**src/rtl/cpu_pkg.sv**
```systemverilog
`default_nettype none
// +----------------------------------------------------------------------------+
// | cpu_pkg: states, opcodes, ALU selects and IR field positions. Rev 1.0       |
// +----------------------------------------------------------------------------+
package cpu_pkg;

    typedef enum logic [3:0] {
        ST_IDLE = 4'd0,
        ST_T0   = 4'd1,
        ST_T1   = 4'd2,
        ST_T1W  = 4'd3,
        ST_T2   = 4'd4,
        ST_T3   = 4'd5,
        ST_T4   = 4'd6,
        ST_T5   = 4'd7,
        ST_T6   = 4'd8,
        ST_HALT = 4'd9
    } state_t;

    localparam logic [4:0] OP_ADD  = 5'd0;
    localparam logic [4:0] OP_SUB  = 5'd1;
    localparam logic [4:0] OP_AND  = 5'd2;
    localparam logic [4:0] OP_OR   = 5'd3;
    localparam logic [4:0] OP_SHR  = 5'd4;
    localparam logic [4:0] OP_SHRA = 5'd5;
    localparam logic [4:0] OP_SHL  = 5'd6;
    localparam logic [4:0] OP_ROR  = 5'd7;
    localparam logic [4:0] OP_ROL  = 5'd8;
    localparam logic [4:0] OP_NEG  = 5'd9;
    localparam logic [4:0] OP_NOT  = 5'd10;
    localparam logic [4:0] OP_MUL  = 5'd11;
    localparam logic [4:0] OP_DIV  = 5'd12;
    localparam logic [4:0] OP_HALT = 5'd31;

    localparam logic [3:0] ALU_ADD  = 4'd0;
    localparam logic [3:0] ALU_SUB  = 4'd1;
    localparam logic [3:0] ALU_AND  = 4'd2;
    localparam logic [3:0] ALU_OR   = 4'd3;
    localparam logic [3:0] ALU_SHR  = 4'd4;
    localparam logic [3:0] ALU_SHRA = 4'd5;
    localparam logic [3:0] ALU_SHL  = 4'd6;
    localparam logic [3:0] ALU_ROR  = 4'd7;
    localparam logic [3:0] ALU_ROL  = 4'd8;
    localparam logic [3:0] ALU_NEG  = 4'd9;
    localparam logic [3:0] ALU_NOT  = 4'd10;
    localparam logic [3:0] ALU_MUL  = 4'd11;
    localparam logic [3:0] ALU_DIV  = 4'd12;

    localparam int IR_OPC_HI = 31;
    localparam int IR_OPC_LO = 27;
    localparam int IR_RA_HI  = 26;
    localparam int IR_RA_LO  = 23;
    localparam int IR_RB_HI  = 22;
    localparam int IR_RB_LO  = 19;
    localparam int IR_RC_HI  = 18;
    localparam int IR_RC_LO  = 15;

    function automatic logic is_rtype(input logic [4:0] op);
        return (op <= OP_DIV);
    endfunction

    function automatic logic [3:0] alu_select(input logic [4:0] op);
        logic [3:0] sel;
        case (op)
            OP_ADD:  sel = ALU_ADD;
            OP_SUB:  sel = ALU_SUB;
            OP_AND:  sel = ALU_AND;
            OP_OR:   sel = ALU_OR;
            OP_SHR:  sel = ALU_SHR;
            OP_SHRA: sel = ALU_SHRA;
            OP_SHL:  sel = ALU_SHL;
            OP_ROR:  sel = ALU_ROR;
            OP_ROL:  sel = ALU_ROL;
            OP_NEG:  sel = ALU_NEG;
            OP_NOT:  sel = ALU_NOT;
            OP_MUL:  sel = ALU_MUL;
            OP_DIV:  sel = ALU_DIV;
            default: sel = ALU_ADD;
        endcase
        return sel;
    endfunction

endpackage
`default_nettype wire

```
**src/rtl/reg_field_decoder.sv**
```systemverilog
`default_nettype none
// +----------------------------------------------------------------------------+
// | reg_field_decoder: 4-bit register index to gated one-hot select. Rev 1.0    |
// +----------------------------------------------------------------------------+
module reg_field_decoder
    import cpu_pkg::*;
#(
    parameter int NUM_REGS = 16
) (
    input  logic [3:0]          idx_i,
    input  logic                en_i,
    output logic [NUM_REGS-1:0] onehot_o
);

    // Indices beyond NUM_REGS select nothing rather than aliasing a register.
    genvar i;
    generate
        for (i = 0; i < NUM_REGS; i++) begin : g_bit
            assign onehot_o[i] = en_i && (32'(idx_i) == i);
        end
    endgenerate

endmodule
`default_nettype wire

```
**src/rtl/control_sequencer.sv**
```systemverilog
`default_nettype none
// +----------------------------------------------------------------------------+
// | control_sequencer: Moore fetch/decode/execute control unit. Rev 1.0         |
// +----------------------------------------------------------------------------+
module control_sequencer
    import cpu_pkg::*;
#(
    parameter int         NUM_REGS    = 16,
    parameter logic [4:0] HALT_OPCODE = OP_HALT
) (
    input  logic                clock,
    input  logic                clear,
    input  logic                run,
    input  logic                mem_ready,
    input  logic [31:0]         ir,
    output logic [NUM_REGS-1:0] Rin,
    output logic [NUM_REGS-1:0] Rout,
    output logic                PCin,
    output logic                PCout,
    output logic                IncPC,
    output logic                MARin,
    output logic                MDRin,
    output logic                MDRout,
    output logic                IRin,
    output logic                Yin,
    output logic                Zlowin,
    output logic                Zhighin,
    output logic                Zlowout,
    output logic                Zhighout,
    output logic                HIin,
    output logic                LOin,
    output logic                Read,
    output logic [3:0]          ALUop,
    output logic                busy,
    output logic                instr_done,
    output logic                halted,
    output logic                illegal
);

    state_t     state_q, state_d;
    logic [4:0] w_opcode;
    logic [3:0] w_ra, w_rb, w_rc;
    logic       w_muldiv, w_unary;
    logic       w_rin_en, w_rout_en;
    logic [3:0] w_rin_idx, w_rout_idx;
    logic       unused_ir_low;

    assign w_opcode      = ir[IR_OPC_HI:IR_OPC_LO];
    assign w_ra          = ir[IR_RA_HI:IR_RA_LO];
    assign w_rb          = ir[IR_RB_HI:IR_RB_LO];
    assign w_rc          = ir[IR_RC_HI:IR_RC_LO];
    assign w_muldiv      = (w_opcode == OP_MUL) || (w_opcode == OP_DIV);
    assign w_unary       = (w_opcode == OP_NEG) || (w_opcode == OP_NOT);
    assign unused_ir_low = ^ir[IR_RC_LO-1:0];

    always_ff @(posedge clock or posedge clear) begin
        if (clear) begin
            state_q <= ST_IDLE;
        end else begin
            state_q <= state_d;
        end
    end

    always_comb begin
        state_d    = state_q;
        w_rin_en   = 1'b0;
        w_rin_idx  = 4'd0;
        w_rout_en  = 1'b0;
        w_rout_idx = 4'd0;
        PCin       = 1'b0;
        PCout      = 1'b0;
        IncPC      = 1'b0;
        MARin      = 1'b0;
        MDRin      = 1'b0;
        MDRout     = 1'b0;
        IRin       = 1'b0;
        Yin        = 1'b0;
        Zlowin     = 1'b0;
        Zhighin    = 1'b0;
        Zlowout    = 1'b0;
        Zhighout   = 1'b0;
        HIin       = 1'b0;
        LOin       = 1'b0;
        Read       = 1'b0;
        ALUop      = 4'd0;
        busy       = 1'b0;
        instr_done = 1'b0;
        halted     = 1'b0;
        illegal    = 1'b0;

        case (state_q)
            ST_IDLE: begin
                if (run) state_d = ST_T0;
            end
            ST_T0: begin
                busy    = 1'b1;
                PCout   = 1'b1;
                MARin   = 1'b1;
                IncPC   = 1'b1;
                Zlowin  = 1'b1;
                state_d = ST_T1;
            end
            ST_T1: begin
                busy    = 1'b1;
                Zlowout = 1'b1;
                PCin    = 1'b1;
                Read    = 1'b1;
                MDRin   = 1'b1;
                state_d = mem_ready ? ST_T2 : ST_T1W;
            end
            // Waiting on memory: PC was already reloaded in T1.
            ST_T1W: begin
                busy  = 1'b1;
                Read  = 1'b1;
                MDRin = 1'b1;
                if (mem_ready) state_d = ST_T2;
            end
            ST_T2: begin
                busy    = 1'b1;
                MDRout  = 1'b1;
                IRin    = 1'b1;
                state_d = ST_T3;
            end
            ST_T3: begin
                busy = 1'b1;
                if (is_rtype(w_opcode)) begin
                    w_rout_en  = 1'b1;
                    w_rout_idx = w_rb;
                    Yin        = 1'b1;
                    state_d    = ST_T4;
                end else if (w_opcode == HALT_OPCODE) begin
                    state_d = ST_HALT;
                end else begin
                    illegal    = 1'b1;
                    instr_done = 1'b1;
                    state_d    = run ? ST_T0 : ST_IDLE;
                end
            end
            ST_T4: begin
                busy       = 1'b1;
                ALUop      = alu_select(w_opcode);
                Zlowin     = 1'b1;
                Zhighin    = w_muldiv;
                w_rout_en  = 1'b1;
                w_rout_idx = w_unary ? w_rb : w_rc;
                state_d    = ST_T5;
            end
            ST_T5: begin
                busy    = 1'b1;
                Zlowout = 1'b1;
                if (w_muldiv) begin
                    LOin    = 1'b1;
                    state_d = ST_T6;
                end else begin
                    w_rin_en   = 1'b1;
                    w_rin_idx  = w_ra;
                    instr_done = 1'b1;
                    state_d    = run ? ST_T0 : ST_IDLE;
                end
            end
            ST_T6: begin
                busy       = 1'b1;
                Zhighout   = 1'b1;
                HIin       = 1'b1;
                instr_done = 1'b1;
                state_d    = run ? ST_T0 : ST_IDLE;
            end
            ST_HALT: begin
                halted = 1'b1;
            end
            default: begin
                state_d = ST_IDLE;
            end
        endcase
    end

    reg_field_decoder #(.NUM_REGS(NUM_REGS)) u_rin_dec (
        .idx_i    (w_rin_idx),
        .en_i     (w_rin_en),
        .onehot_o (Rin)
    );

    reg_field_decoder #(.NUM_REGS(NUM_REGS)) u_rout_dec (
        .idx_i    (w_rout_idx),
        .en_i     (w_rout_en),
        .onehot_o (Rout)
    );

endmodule
`default_nettype wire

```
**config.mk**
```make
export PLATFORM = sky130hd
export DESIGN_NAME = control_sequencer
export DESIGN_NICKNAME = d
export VERILOG_FILES = /design/src/rtl/cpu_pkg.sv /design/src/rtl/reg_field_decoder.sv /design/src/rtl/control_sequencer.sv
export SDC_FILE = /design/constraint.sdc
export NUM_CORES = 1
export LEC_CHECK = 0
export CORE_MARGIN = 4
export CORE_UTILIZATION = 33
export DETAILED_ROUTE_END_ITERATION = 7
export PLACE_DENSITY = 0.87
export SLEW_MARGIN = 20
export SYNTH_ARGS = -nofsm -noshare
export SYNTH_HDL_FRONTEND = slang
export SYNTH_SLANG_ARGS = --single-unit
export TNS_END_PERCENT = 10
```
**constraint.sdc**
```tcl
create_clock -name clock -period 2.9 [get_ports clock]
set_input_delay 0.29 -clock clock [delete_from_list [all_inputs] [get_ports clock]]
set_output_delay 0.29 -clock clock [all_outputs]
set_load 0.02 [all_outputs]
```
Word-level counts from Yosys, hierarchy flattened
Memory sizes are Yosys's and may differ from the RTL's.
Cells that the tools add are included.
{"block": "classes", "reduce_logical": 42, "muxes": 36, "order_cmp": 1, "bitwise": 1, "eq_ne": 46}
{"operator": "$eq 4x4->1 const B", "n": 18}
{"operator": "$eq 4x3->1 const B", "n": 12}
{"operator": "$mux 4", "n": 11}
{"operator": "$pmux 4 s10", "n": 1}
{"operator": "$logic_and 1x1->1", "n": 32}
{"operator": "$eq 4x2->1 const B", "n": 6}
{"operator": "$eq 5x4->1 const B", "n": 4}
{"operator": "$mux 1", "n": 20}
{"operator": "$eq 4x1->1 const B", "n": 3}
{"operator": "$logic_not 4->1", "n": 3}
{"operator": "$pmux 4 s2", "n": 1}
{"operator": "$reduce_or 8->1", "n": 1}
{"operator": "$reduce_or 2->1", "n": 3}
{"operator": "$eq 5x5->1 const B", "n": 1}
{"operator": "$le 5x4->1 const B", "n": 1}
{"operator": "$ne 2x2->1 const B", "n": 2}
{"operator": "$mux 3", "n": 1}
{"operator": "$pmux 1 s3", "n": 1}
{"operator": "$reduce_and 3->1", "n": 1}
{"operator": "$logic_or 1x1->1", "n": 2}
{"operator": "$pmux 1 s2", "n": 1}
{"operator": "$not 1->1", "n": 1}
{"block": "word_totals", "wordCells": 128, "mem_bits_ro": 64, "memories": 1, "inputBits": 36, "output_inout_bits": 55, "reg_bits": 4}
{"name": "(name not given)", "words": 16, "word_bits": 4, "rd": 1, "rd_ports_with_merged_regs": 0, "wr": 0, "line_no": "cpu_pkg.sv:64", "source": "case (op)"}

Logic depth before layout (Yosys ltp)
Gate-level depths: netlist of the first run.
{"block": "logic_depth", "ltp_word": 6, "ltp_mapped": 7, "depth_no_buf": 6}

By module
Synthesis of the first run repeated with hierarchy kept, for this count alone.
{"block": "hier_totals", "cells_unflattened": 145, "area_unflattened_um2": 905.9}
{"module": "control_sequencer", "seq_area_each_um2": 100.1, "cells_per_inst": 99, "area_per_inst_um2": 670.6, "instances": 1}
{"module": "reg_field_decoder", "seq_area_each_um2": 0.0, "cells_per_inst": 23, "area_per_inst_um2": 117.6, "instances": 2}

Worst setup path before layout of the first run
Ideal clock, no wire load.
{"block": "synth_timing", "path_kind": "in2out", "from": "input ir[28]", "to": "output Rout[12]", "setup_slack_ps": 641, "stages": 7, "n_path_buf": 1, "t_required_ps": 2610, "t_arrival_ps": 1969, "path_cell_list": "buf_2 or2_4 a311o_4 clkinv_4 o21ai_2 and2_1 nor3_1"}
{"block": "synth_between", "elab_chain_cells": 6, "word_cells_on_any_way": 11, "classes_between": "1 x order compare; 3 x eq/ne; 5 x mux; 2 x reduce/logical"}
{"item": "start: declaration", "line_no": "control_sequencer.sv:15", "source": "input logic [31:0] ir,"}
{"item": "branches (longest 5 deep; another with $le 5x4->1)"}
{"item": "$logic_and 1x1->1 (*)", "line_no": "reg_field_decoder.sv:19", "source": "assign onehot_o[i] = en_i && (32'(idx_i) == i);"}
{"item": "end: declaration", "line_no": "control_sequencer.sv:17", "source": "output logic [NUM_REGS-1:0] Rout,"}
Mark *: on every way between the ends.

Worst setup path after layout of the first run
{"block": "layout_timing", "from": "input ir[27]", "to": "output Rout[3]"}
{"block": "layout_between", "elab_chain_cells": 6, "word_cells_on_any_way": 11, "classes_between": "1 x order compare; 3 x eq/ne; 5 x mux; 2 x reduce/logical"}
{"item": "branches (longest 5 deep; another with $le 5x4->1)"}
{"item": "$logic_and 1x1->1 (*)", "line_no": "reg_field_decoder.sv:19"}
Marked as above.

==> results.cfg, run 1 <==
[critical_path]
start_kind = primary input
crit_required_ns = 2.61
end_kind = output pin
crit_start = ir[27]
worst_ep_arrival_time_ns = 2.55
cp_max_fo = 5
critPathKind = primary input to output pin
rr_startpoint = state_q[1]$_DFFE_PP0P_

[floorplan]
die_height_um = 62.24
die_area_um2 = 3874
io_pins = 91
start_util_pct = 34.91
coreArea_um2 = 2781
num_rows = 19
die_w_um = 62.24

[final_layout]
reg.largest.list = state_q (4)
area_growth_pct = 91.49
drive_gt1_share_pct = 12.66
fin_nets = 275
antenna_cells = 0
top_register = state_q
final_util_pct = 66.85
largest_register_ffs = 4

[min_path]
holdCritPathClass = primary input to asynchronous set/reset pin

[yosys]
synth_top_area_cell = nor2_1
synth_top_flop_cell = dfrtp_1
async_reset_ff_share_pct = 100.0
synth_area_um2 = 970.9
yosys.cell_types.count = 43
seq_area_frac_synth_pct = 10.31
synth_top_cell_area_share_pct = 16.24
syn_nets = 192
synth_edf_count = 0
ys_warn_count = 0
synthTopCellsByArea = nor2_1, dfrtp_1, nor3_1, buf_4, nand2b_1
avgSynthCellArea_um2 = 6.224
ys_seq_elements = 4
synthCells = 156

[timing]
worstMarginPinSlew_ns = 0.4215
holdWs_ns = 0.2362
max_slew_margin_pct = 71.90
min_period_over_period_pct = 97.86
finalSetupViolations = 0
min_period_ns = 2.838
rsz0062_at_grt = true
hold_viol = 0
maxSlewViolCount = 0
fmaxAchievable_mhz = 352.4
skew_ns = 0.002784
setup_slack_ns = 0.06192

[place]
gp_congestion = 0.8888
dp_slack_ns = -0.07710
dp_hpwl_um = 2842
port_buffers = 75

[grt]
antenna_found_initial = 0
grt_overflow = 0
grt_pass1_wl_um = 5699
gr-usage-all-layers_pct = 16.95
grt_start_max_net_pins = 15
grt_pass1_vias = 1279

[pwr]
combPwrFrac_pct = 82.2
p_sw_share_pct = 48.29
p_sw_mw = 0.4464
p_leak_nw = 0.8826
p_per_area_nw_per_um2 = 497.2
power.share.clock_pct = 7.2
power_frac_seq_pct = 10.5
power.internal_mw = 0.4780
peakVddDrop_mv = 0.4127

[route]
drt_iter0_drc = 57
dr.pass1.iters = 4
routed_wl_um = 3409
wire_per_inst_um = 12.72
vias = 1400
drc = 0
drtAntennaViolNets = 0
vias_per_cell = 5.224

[flow_run]
drv_cap = 0

[clocking]
cts_setup_buffers = 0
clk_pin_slew_ns = 0.04
clock_latency_ns = 0.23
cts-root-buf = clkbuf_4
cts_buffers = 3
htreeDepth = 1
cts.sink_count = 4
tritoncts = built
clockBufferDepth = 2

[run_status]
outcome = finished clean
==> layout make-up <==
type                       count  area [µm²]
sequential                     4       100.1
tap                           31       38.79
inverter                       4       20.02
timing repair buffer          90       880.8
clock buffer                   3       22.52
fill                         246       922.1
multi-input combinational    136       797.0
==> layout by cell type (no fill, tap or decap), types with 5 or more instances in the layout <==
master	instances
clkdlybuf4s50_1	59
nor2_1	42
buf_4	15
nor3_1	12
dlymetal6s2s_1	10
nand2_1	9
nand2b_1	6
dlygate4sd2_1	6
nand3b_1	5
o21ai_0	5
and2_1	5
==> through the flow <==
stage          instance area, µm²  power [mW]  setup TNS (ns)  cells
4_1_cts                      1823      0.9311               0    268
6_report                     1859      0.9244               0    268
5_1_grt                      1859      0.9957        -0.05250    268
3_3_place_gp                 1799      0.8460         -0.1674    265
2_1_floorplan               970.9      0.5712               0    156
3_5_place_dp                 1799      0.8576         -0.6886    265
==> logic make-up (layout without fill, tap and decap cells) <==
kind of cell	after synthesis	after routing	share of synthesized area [%]
buffers and inverters	16	97	9.665
AOI/OAI and AO/OA	30	30	22.29
DFF	4	4	10.31
xor gates and xnor gates	3	3	2.707
and+or+nand+nor	103	103	55.03
==> worst max-delay path, cell delays in order <==
cell and delay [ns]:
clkdlybuf4s50_1 0.42, or2_4 0.27, a311o_4 0.45, a21boi_1 0.19, o22ai_1 0.19, nor2_1 0.13
clkdlybuf4s50_1 0.61
==> final timing paths <==
path	endpoint	slack, ns	cells after the start
hold reg to reg	state_q[1]$_DFFE_PP0P_	0.66	2
setup reg to reg	state_q[0]$_DFFE_PP0P_	1.29	6
hold / removal	state_q[3]$_DFFE_PP0P_	0.24	2
max in group asynchronous	state_q[0]$_DFFE_PP0P_	2.52	2
setup / recovery	Rout[3]	0.06	7
min in group clock	state_q[3]$_DFFE_PP0P_	0.58	3
==> cells in the mapped netlist, types with 4 or more instances <==
cell type	n
dfrtp_1	4
buf_4	5
nor4_1	4
and3_1	4
a21oi_1	5
nand2b_1	6
o21ai_0	5
nor3_1	12
and2_1	5
nand2_1	9
nor2_1	42
clkbuf_1	4
nand3b_1	5
==> power groups by stage <==
stage,Clock [mW],Sequential (mW),Combinational (mW)
finish,0.0670,0.0975,0.760
detailed placement,0,0.0962,0.761
floorplan,0,0.0967,0.474
CTS,0.0710,0.0957,0.764
global route,0.0723,0.103,0.821
global placement,0,0.0935,0.752
==> per-layer routing <==
metal | wire (µm) | GRT usage (%)
met5 | 0 | 0
met4 | 0 | 4.065
met3 | 233 | 3.423
met2 | 1649 | 30.70
met1 | 1525 | 20.07
==> repair_timing <==
item,in CTS,in global routing
endpoints found under the setup margin,16,15
gates resized for setup,8,13
hold buffers,0,0
Power figures use the tool's default switching activity.
==> run 2, diff against run 1 <==
ABC_AREA = 1   (was unset)
PLACE_DENSITY = 0.86   (was 0.87)
==> results.cfg, run 2 <==
[run_status]
outcome = finished clean

[grt]
grt_pass1_wl_um = 5499
gr-usage-all-layers_pct = 16.38
grt_overflow = 0
grt_pass1_vias = 1308
grt_start_max_net_pins = 10
antenna_found_initial = 0

[route]
dr.pass1.iters = 4
route.met3.wl_um = 329
vias = 1425
wire_per_inst_um = 11.06
top_layer = met4
wl_met2_um = 1426
drtAntennaViolNets = 0
drc = 0
routed_wl_um = 3251
met1_length_um = 1442
vias_per_cell = 4.847
drt_iter0_drc = 59

[timing]
skew_ns = 0.003108
setup_slack_ns = 0.1889
fmaxAchievable_mhz = 368.9
finalSetupViolations = 0
maxSlewViolCount = 0
min_period_over_period_pct = 93.49
max_slew_margin_pct = 77.77
holdWs_ns = 0.2356
hold_viol = 0
worstMarginPinSlew_ns = 0.3322
fin_tns_setup_ns = 0
min_period_ns = 2.711

[yosys]
synthTopCellsByCount = nor2_1, nand2_1, inv_1
syn_nets = 226
synth_top_flop_cell = dfrtp_1
synth_top_area_cell = nor2_1
ys_warn_count = 0
avgSynthCellArea_um2 = 5.150
synth_edf_count = 0
seq_area_frac_synth_pct = 10.23
synthTopCellsByArea = nor2_1, nand2_1, inv_1, dfrtp_1, nand3_1
async_reset_ff_share_pct = 100.0
synth_area_um2 = 978.4
synthCells = 190
yosys.cell_types.count = 27
synth_top_cell_area_share_pct = 17.26
ys_seq_elements = 4
synth.most_common_cell = nor2_1

[floorplan]
io_pins = 91
num_rows = 19
coreArea_um2 = 2805
die_w_um = 62.45
start_util_pct = 34.88
die_area_um2 = 3900
die_height_um = 62.45

[clocking]
clk_pin_slew_ns = 0.04
cts.sink_count = 4
htreeDepth = 1
cts_setup_buffers = 0
clockBufferDepth = 2
cts-root-buf = clkbuf_4
cts_buffers = 3
clock_latency_ns = 0.24
tritoncts = built
cts_hold_buf = 0

[critical_path]
start_kind = primary input
crit_required_ns = 2.61
worst_ep_arrival_time_ns = 2.42
cp_max_fo = 5
end_kind = output pin
critPathKind = primary input to output pin

[final_layout]
final_cells = 294
drive_gt1_share_pct = 12.17
top_register = state_q
num-fill-cells = 254
layout_commonest_cell = clkdlybuf4s50_1
reg.largest.list = state_q (4)
area_growth_pct = 80.31
largest_register_ffs = 4
mostFrequentLayoutCells = clkdlybuf4s50_1, nor2_1, nand2_1, inv_1, nand3_1
fin_nets = 301
antenna_cells = 0
finalInstanceArea_um2 = 1764
final_util_pct = 62.89

[pwr]
p_leak_nw = 0.8164
p_per_area_nw_per_um2 = 542.6
peakVddDrop_mv = 0.2921
finalPower_mw = 0.9572

[place]
placed_cell_area_um2 = 1730
dp_slack_ns = 0.1554
dp_hpwl_um = 2795
dp.cells = 291
port_buffers = 75
gp_congestion = 0.8538

[flow_run]
drv_cap = 0

[min_path]
holdCritPathClass = primary input to asynchronous set/reset pin
==> run 2: cell count changes in the layout (fill, tap and decap cells not counted), sizes merged, moves of 6 or more <==
cell           change
nand2b             -6
buf               -15
nand3             +11
clkdlybuf4s50     +16
nor2               +8
nand2             +37
inv               +37
dlymetal6s2s      -10
dlygate4sd2        -6
==> run 2: cell type report <==
type,instances,area (µm²),share of cell area (%)
clock buffer,3,22.52,1.277
sequential,4,100.1,5.674
inverter,40,150.1,8.511
multi-input combinational,141,701.9,39.79
tap,31,38.79,2.199
timing repair buffer,75,750.7,42.55
==> run 2: worst max-delay path: stages <==
cell	delay, ns
clkdlybuf4s50_1	0.49
nor2_2	0.25
o21ai_1	0.12
nor2_2	0.19
nand2_1	0.07
nand2_1	0.14
nand2_1	0.14
nor2_1	0.11
clkdlybuf4s50_1	0.62
==> run 2: per-layer routing <==
| layer | up-vias | global-route usage [%] |
|---|---|---|
| met1 | 606 | 21.09 |
| met5 | - | 0 |
| li1 | 732 | - |
| met2 | 79 | 27.03 |
| met4 | 0 | 2.755 |
| met3 | 8 | 5.216 |
==> run 2: power breakdown <==
group | internal (mW) | total [mW] | switching (mW)
Combinational | 0.322 | 0.777 | 0.455
Clock | 0.0465 | 0.0725 | 0.0260
Sequential | 0.0776 | 0.107 | 0.0297
==> run 2: timing repair <==
action | CTS | global route
endpoints found under the setup margin | 0 | 16
endpoints found under the hold margin | 0 | 0
gates resized for setup | 0 | 3
==> run 2: logic make-up (layout without fill, tap and decap cells) <==
logic type | count (synthesis) | after routing | synth area share [%]
and+or+nand+nor | 127 | 127 | 61.38
AOI/OAI and AO/OA | 14 | 14 | 9.208
DFF | 4 | 4 | 10.23
buffers and inverters | 45 | 118 | 19.18
==> run 2: path summary, 6_finish.rpt <==
path,to,cells past startpoint,startpoint,slack [ns]
hold / removal,state_q[2]$_DFFE_PP0P_,2,clear,0.24
setup / recovery,Rout[9],9,ir[27],0.19
setup reg to reg,state_q[0]$_DFFE_PP0P_,8,state_q[2]$_DFFE_PP0P_,1.41
max in group asynchronous,state_q[0]$_DFFE_PP0P_,2,clear,2.51
min in group clock,state_q[3]$_DFFE_PP0P_,3,state_q[2]$_DFFE_PP0P_,0.64
hold reg to reg,state_q[3]$_DFFE_PP0P_,3,state_q[2]$_DFFE_PP0P_,0.64
==> run 3, diff against run 2 <==
REMOVE_ABC_BUFFERS = 1   (was unset)
==> results.cfg, run 3 (synthesis results as in run 2) <==
[run_status]
outcome = finished clean

[grt]
gr-usage-all-layers_pct = 17.41
grt_pass1_vias = 1373
grt_start_max_net_pins = 10
grt_pass1_wl_um = 5754
grt_overflow = 0
antenna_found_initial = 0

[critical_path]
reg2reg_slack_ns = 1.41
rr_startpoint = state_q[2]$_DFFE_PP0P_
r2r-end = state_q[0]$_DFFE_PP0P_
crit_top_cell = nand2_1
critPathKind = primary input to output pin
crit_required_ns = 2.61
cp_cell_sequence = clkdlybuf4s50_1 -> nor2_2 -> nor2_2 -> nand2_1 -> nand2_1 -> nand3_1 -> nand2_1 -> nand2_1 -> nor2_1 -> clkdlybuf4s50_1
end_kind = output pin
crit_start = ir[28]
critPathMaxStageDelay_ns = 0.61
cp_max_fo = 6
critPathCapture = Rout[7]
cpMaxStageDelayCell = clkdlybuf4s50_1
start_kind = primary input
worst_ep_arrival_time_ns = 2.42
rr_worst_depth = 8

[clocking]
cts_buffers = 3
cts_setup_buffers = 0
tritoncts = built
cts.sink_count = 4
clockBufferDepth = 2
clk_pin_slew_ns = 0.04
htreeDepth = 1
clock_latency_ns = 0.23
cts_hold_buf = 0
cts-root-buf = clkbuf_4
ctsResizeCount = 0

[timing]
holdWs_ns = 0.2353
setup_slack_ns = 0.1924
fmaxAchievable_mhz = 369.3
worstMarginPinSlew_ns = 0.3236
min_period_over_period_pct = 93.36
skew_ns = 0.003851
fin_tns_setup_ns = 0
min_period_ns = 2.708
hold_viol = 0
max_slew_margin_pct = 78.26
finalSetupViolations = 0
rsz0062_at_grt = false
maxSlewViolCount = 0

[final_layout]
drive_gt1_share_pct = 12.17
largest_register_ffs = 4
finalInstanceArea_um2 = 1759
layout_commonest_cell = clkdlybuf4s50_1
fin_nets = 301
area_growth_pct = 79.80
final_util_pct = 62.71
reg.largest.list = state_q (4)
antenna_cells = 0
final_cells = 294
top_register = state_q
num-fill-cells = 288
mostFrequentLayoutCells = clkdlybuf4s50_1, nor2_1, nand2_1, inv_1, nand3_1

[flow_run]
drv_cap = 0

[place]
gp_congestion = 0.9401
placed_cell_area_um2 = 1730
dp_slack_ns = 0.1576
dp_hpwl_um = 2902
dp.cells = 291
port_buffers = 75

[floorplan]
start_util_pct = 34.88
die_w_um = 62.45
coreArea_um2 = 2805
io_pins = 91
num_rows = 19
die_height_um = 62.45
die_area_um2 = 3900

[route]
vias_per_cell = 4.895
vias = 1439
routed_wl_um = 3325
dr.pass1.iters = 5
drt_iter0_drc = 42
drc = 0
drtAntennaViolNets = 0
wire_per_inst_um = 11.31

[pwr]
p_leak_nw = 0.8157
p_per_area_nw_per_um2 = 540.2
peakVddDrop_mv = 0.2427
finalPower_mw = 0.9503

[min_path]
holdCritPathClass = primary input to asynchronous set/reset pin
-- run 3: cell count changes in the layout (fill, tap and decap cells not counted) --
cell    change
nor2_4      -1
nor2_2      +1
-- run 3: worst min path at each step --
stage	start	end	cells after the start
after floorplan	clear	state_q[0]$_DFFE_PP0P_	1
after global placement	clear	state_q[3]$_DFFE_PP0P_	2
after detailed placement	clear	state_q[3]$_DFFE_PP0P_	2
after CTS	clear	state_q[0]$_DFFE_PP0P_	2
after global routing	clear	state_q[0]$_DFFE_PP0P_	2
final	clear	state_q[0]$_DFFE_PP0P_	2
-- run 3: final cells by class --
| cell class | instances | area [µm²] | share of cell area [%] |
|---|---|---|---|
| tap | 31 | 38.79 | 2.205 |
| multi-input combinational | 141 | 696.9 | 39.62 |
| sequential | 4 | 100.1 | 5.690 |
| clock buffer | 3 | 22.52 | 1.280 |
| timing repair buffer | 75 | 750.7 | 42.67 |
| inverter | 40 | 150.1 | 8.535 |
-- run 3: metal layers --
metal	up-vias	global-route usage, %	wire length (µm)
met4	0	7.713	80
met2	79	30.63	1491
li1	731	-	-
met1	621	19.74	1354
met5	-	0	0
met3	8	4.317	398
-- run 3: critical path: cells and delay by family --
family,cells,cell delay [ns]
buffers and inverters,2,1.17
AND/OR/NAND/NOR,8,0.95
-- run 3: report_power, final --
| group | switching [mW] | total, mW | internal [mW] |
|---|---|---|---|
| sequential | 0.0287 | 0.106 | 0.0777 |
| clock | 0.0198 | 0.0658 | 0.0461 |
| combinational | 0.456 | 0.778 | 0.322 |
| total | 0.505 | 0.950 | 0.446 |
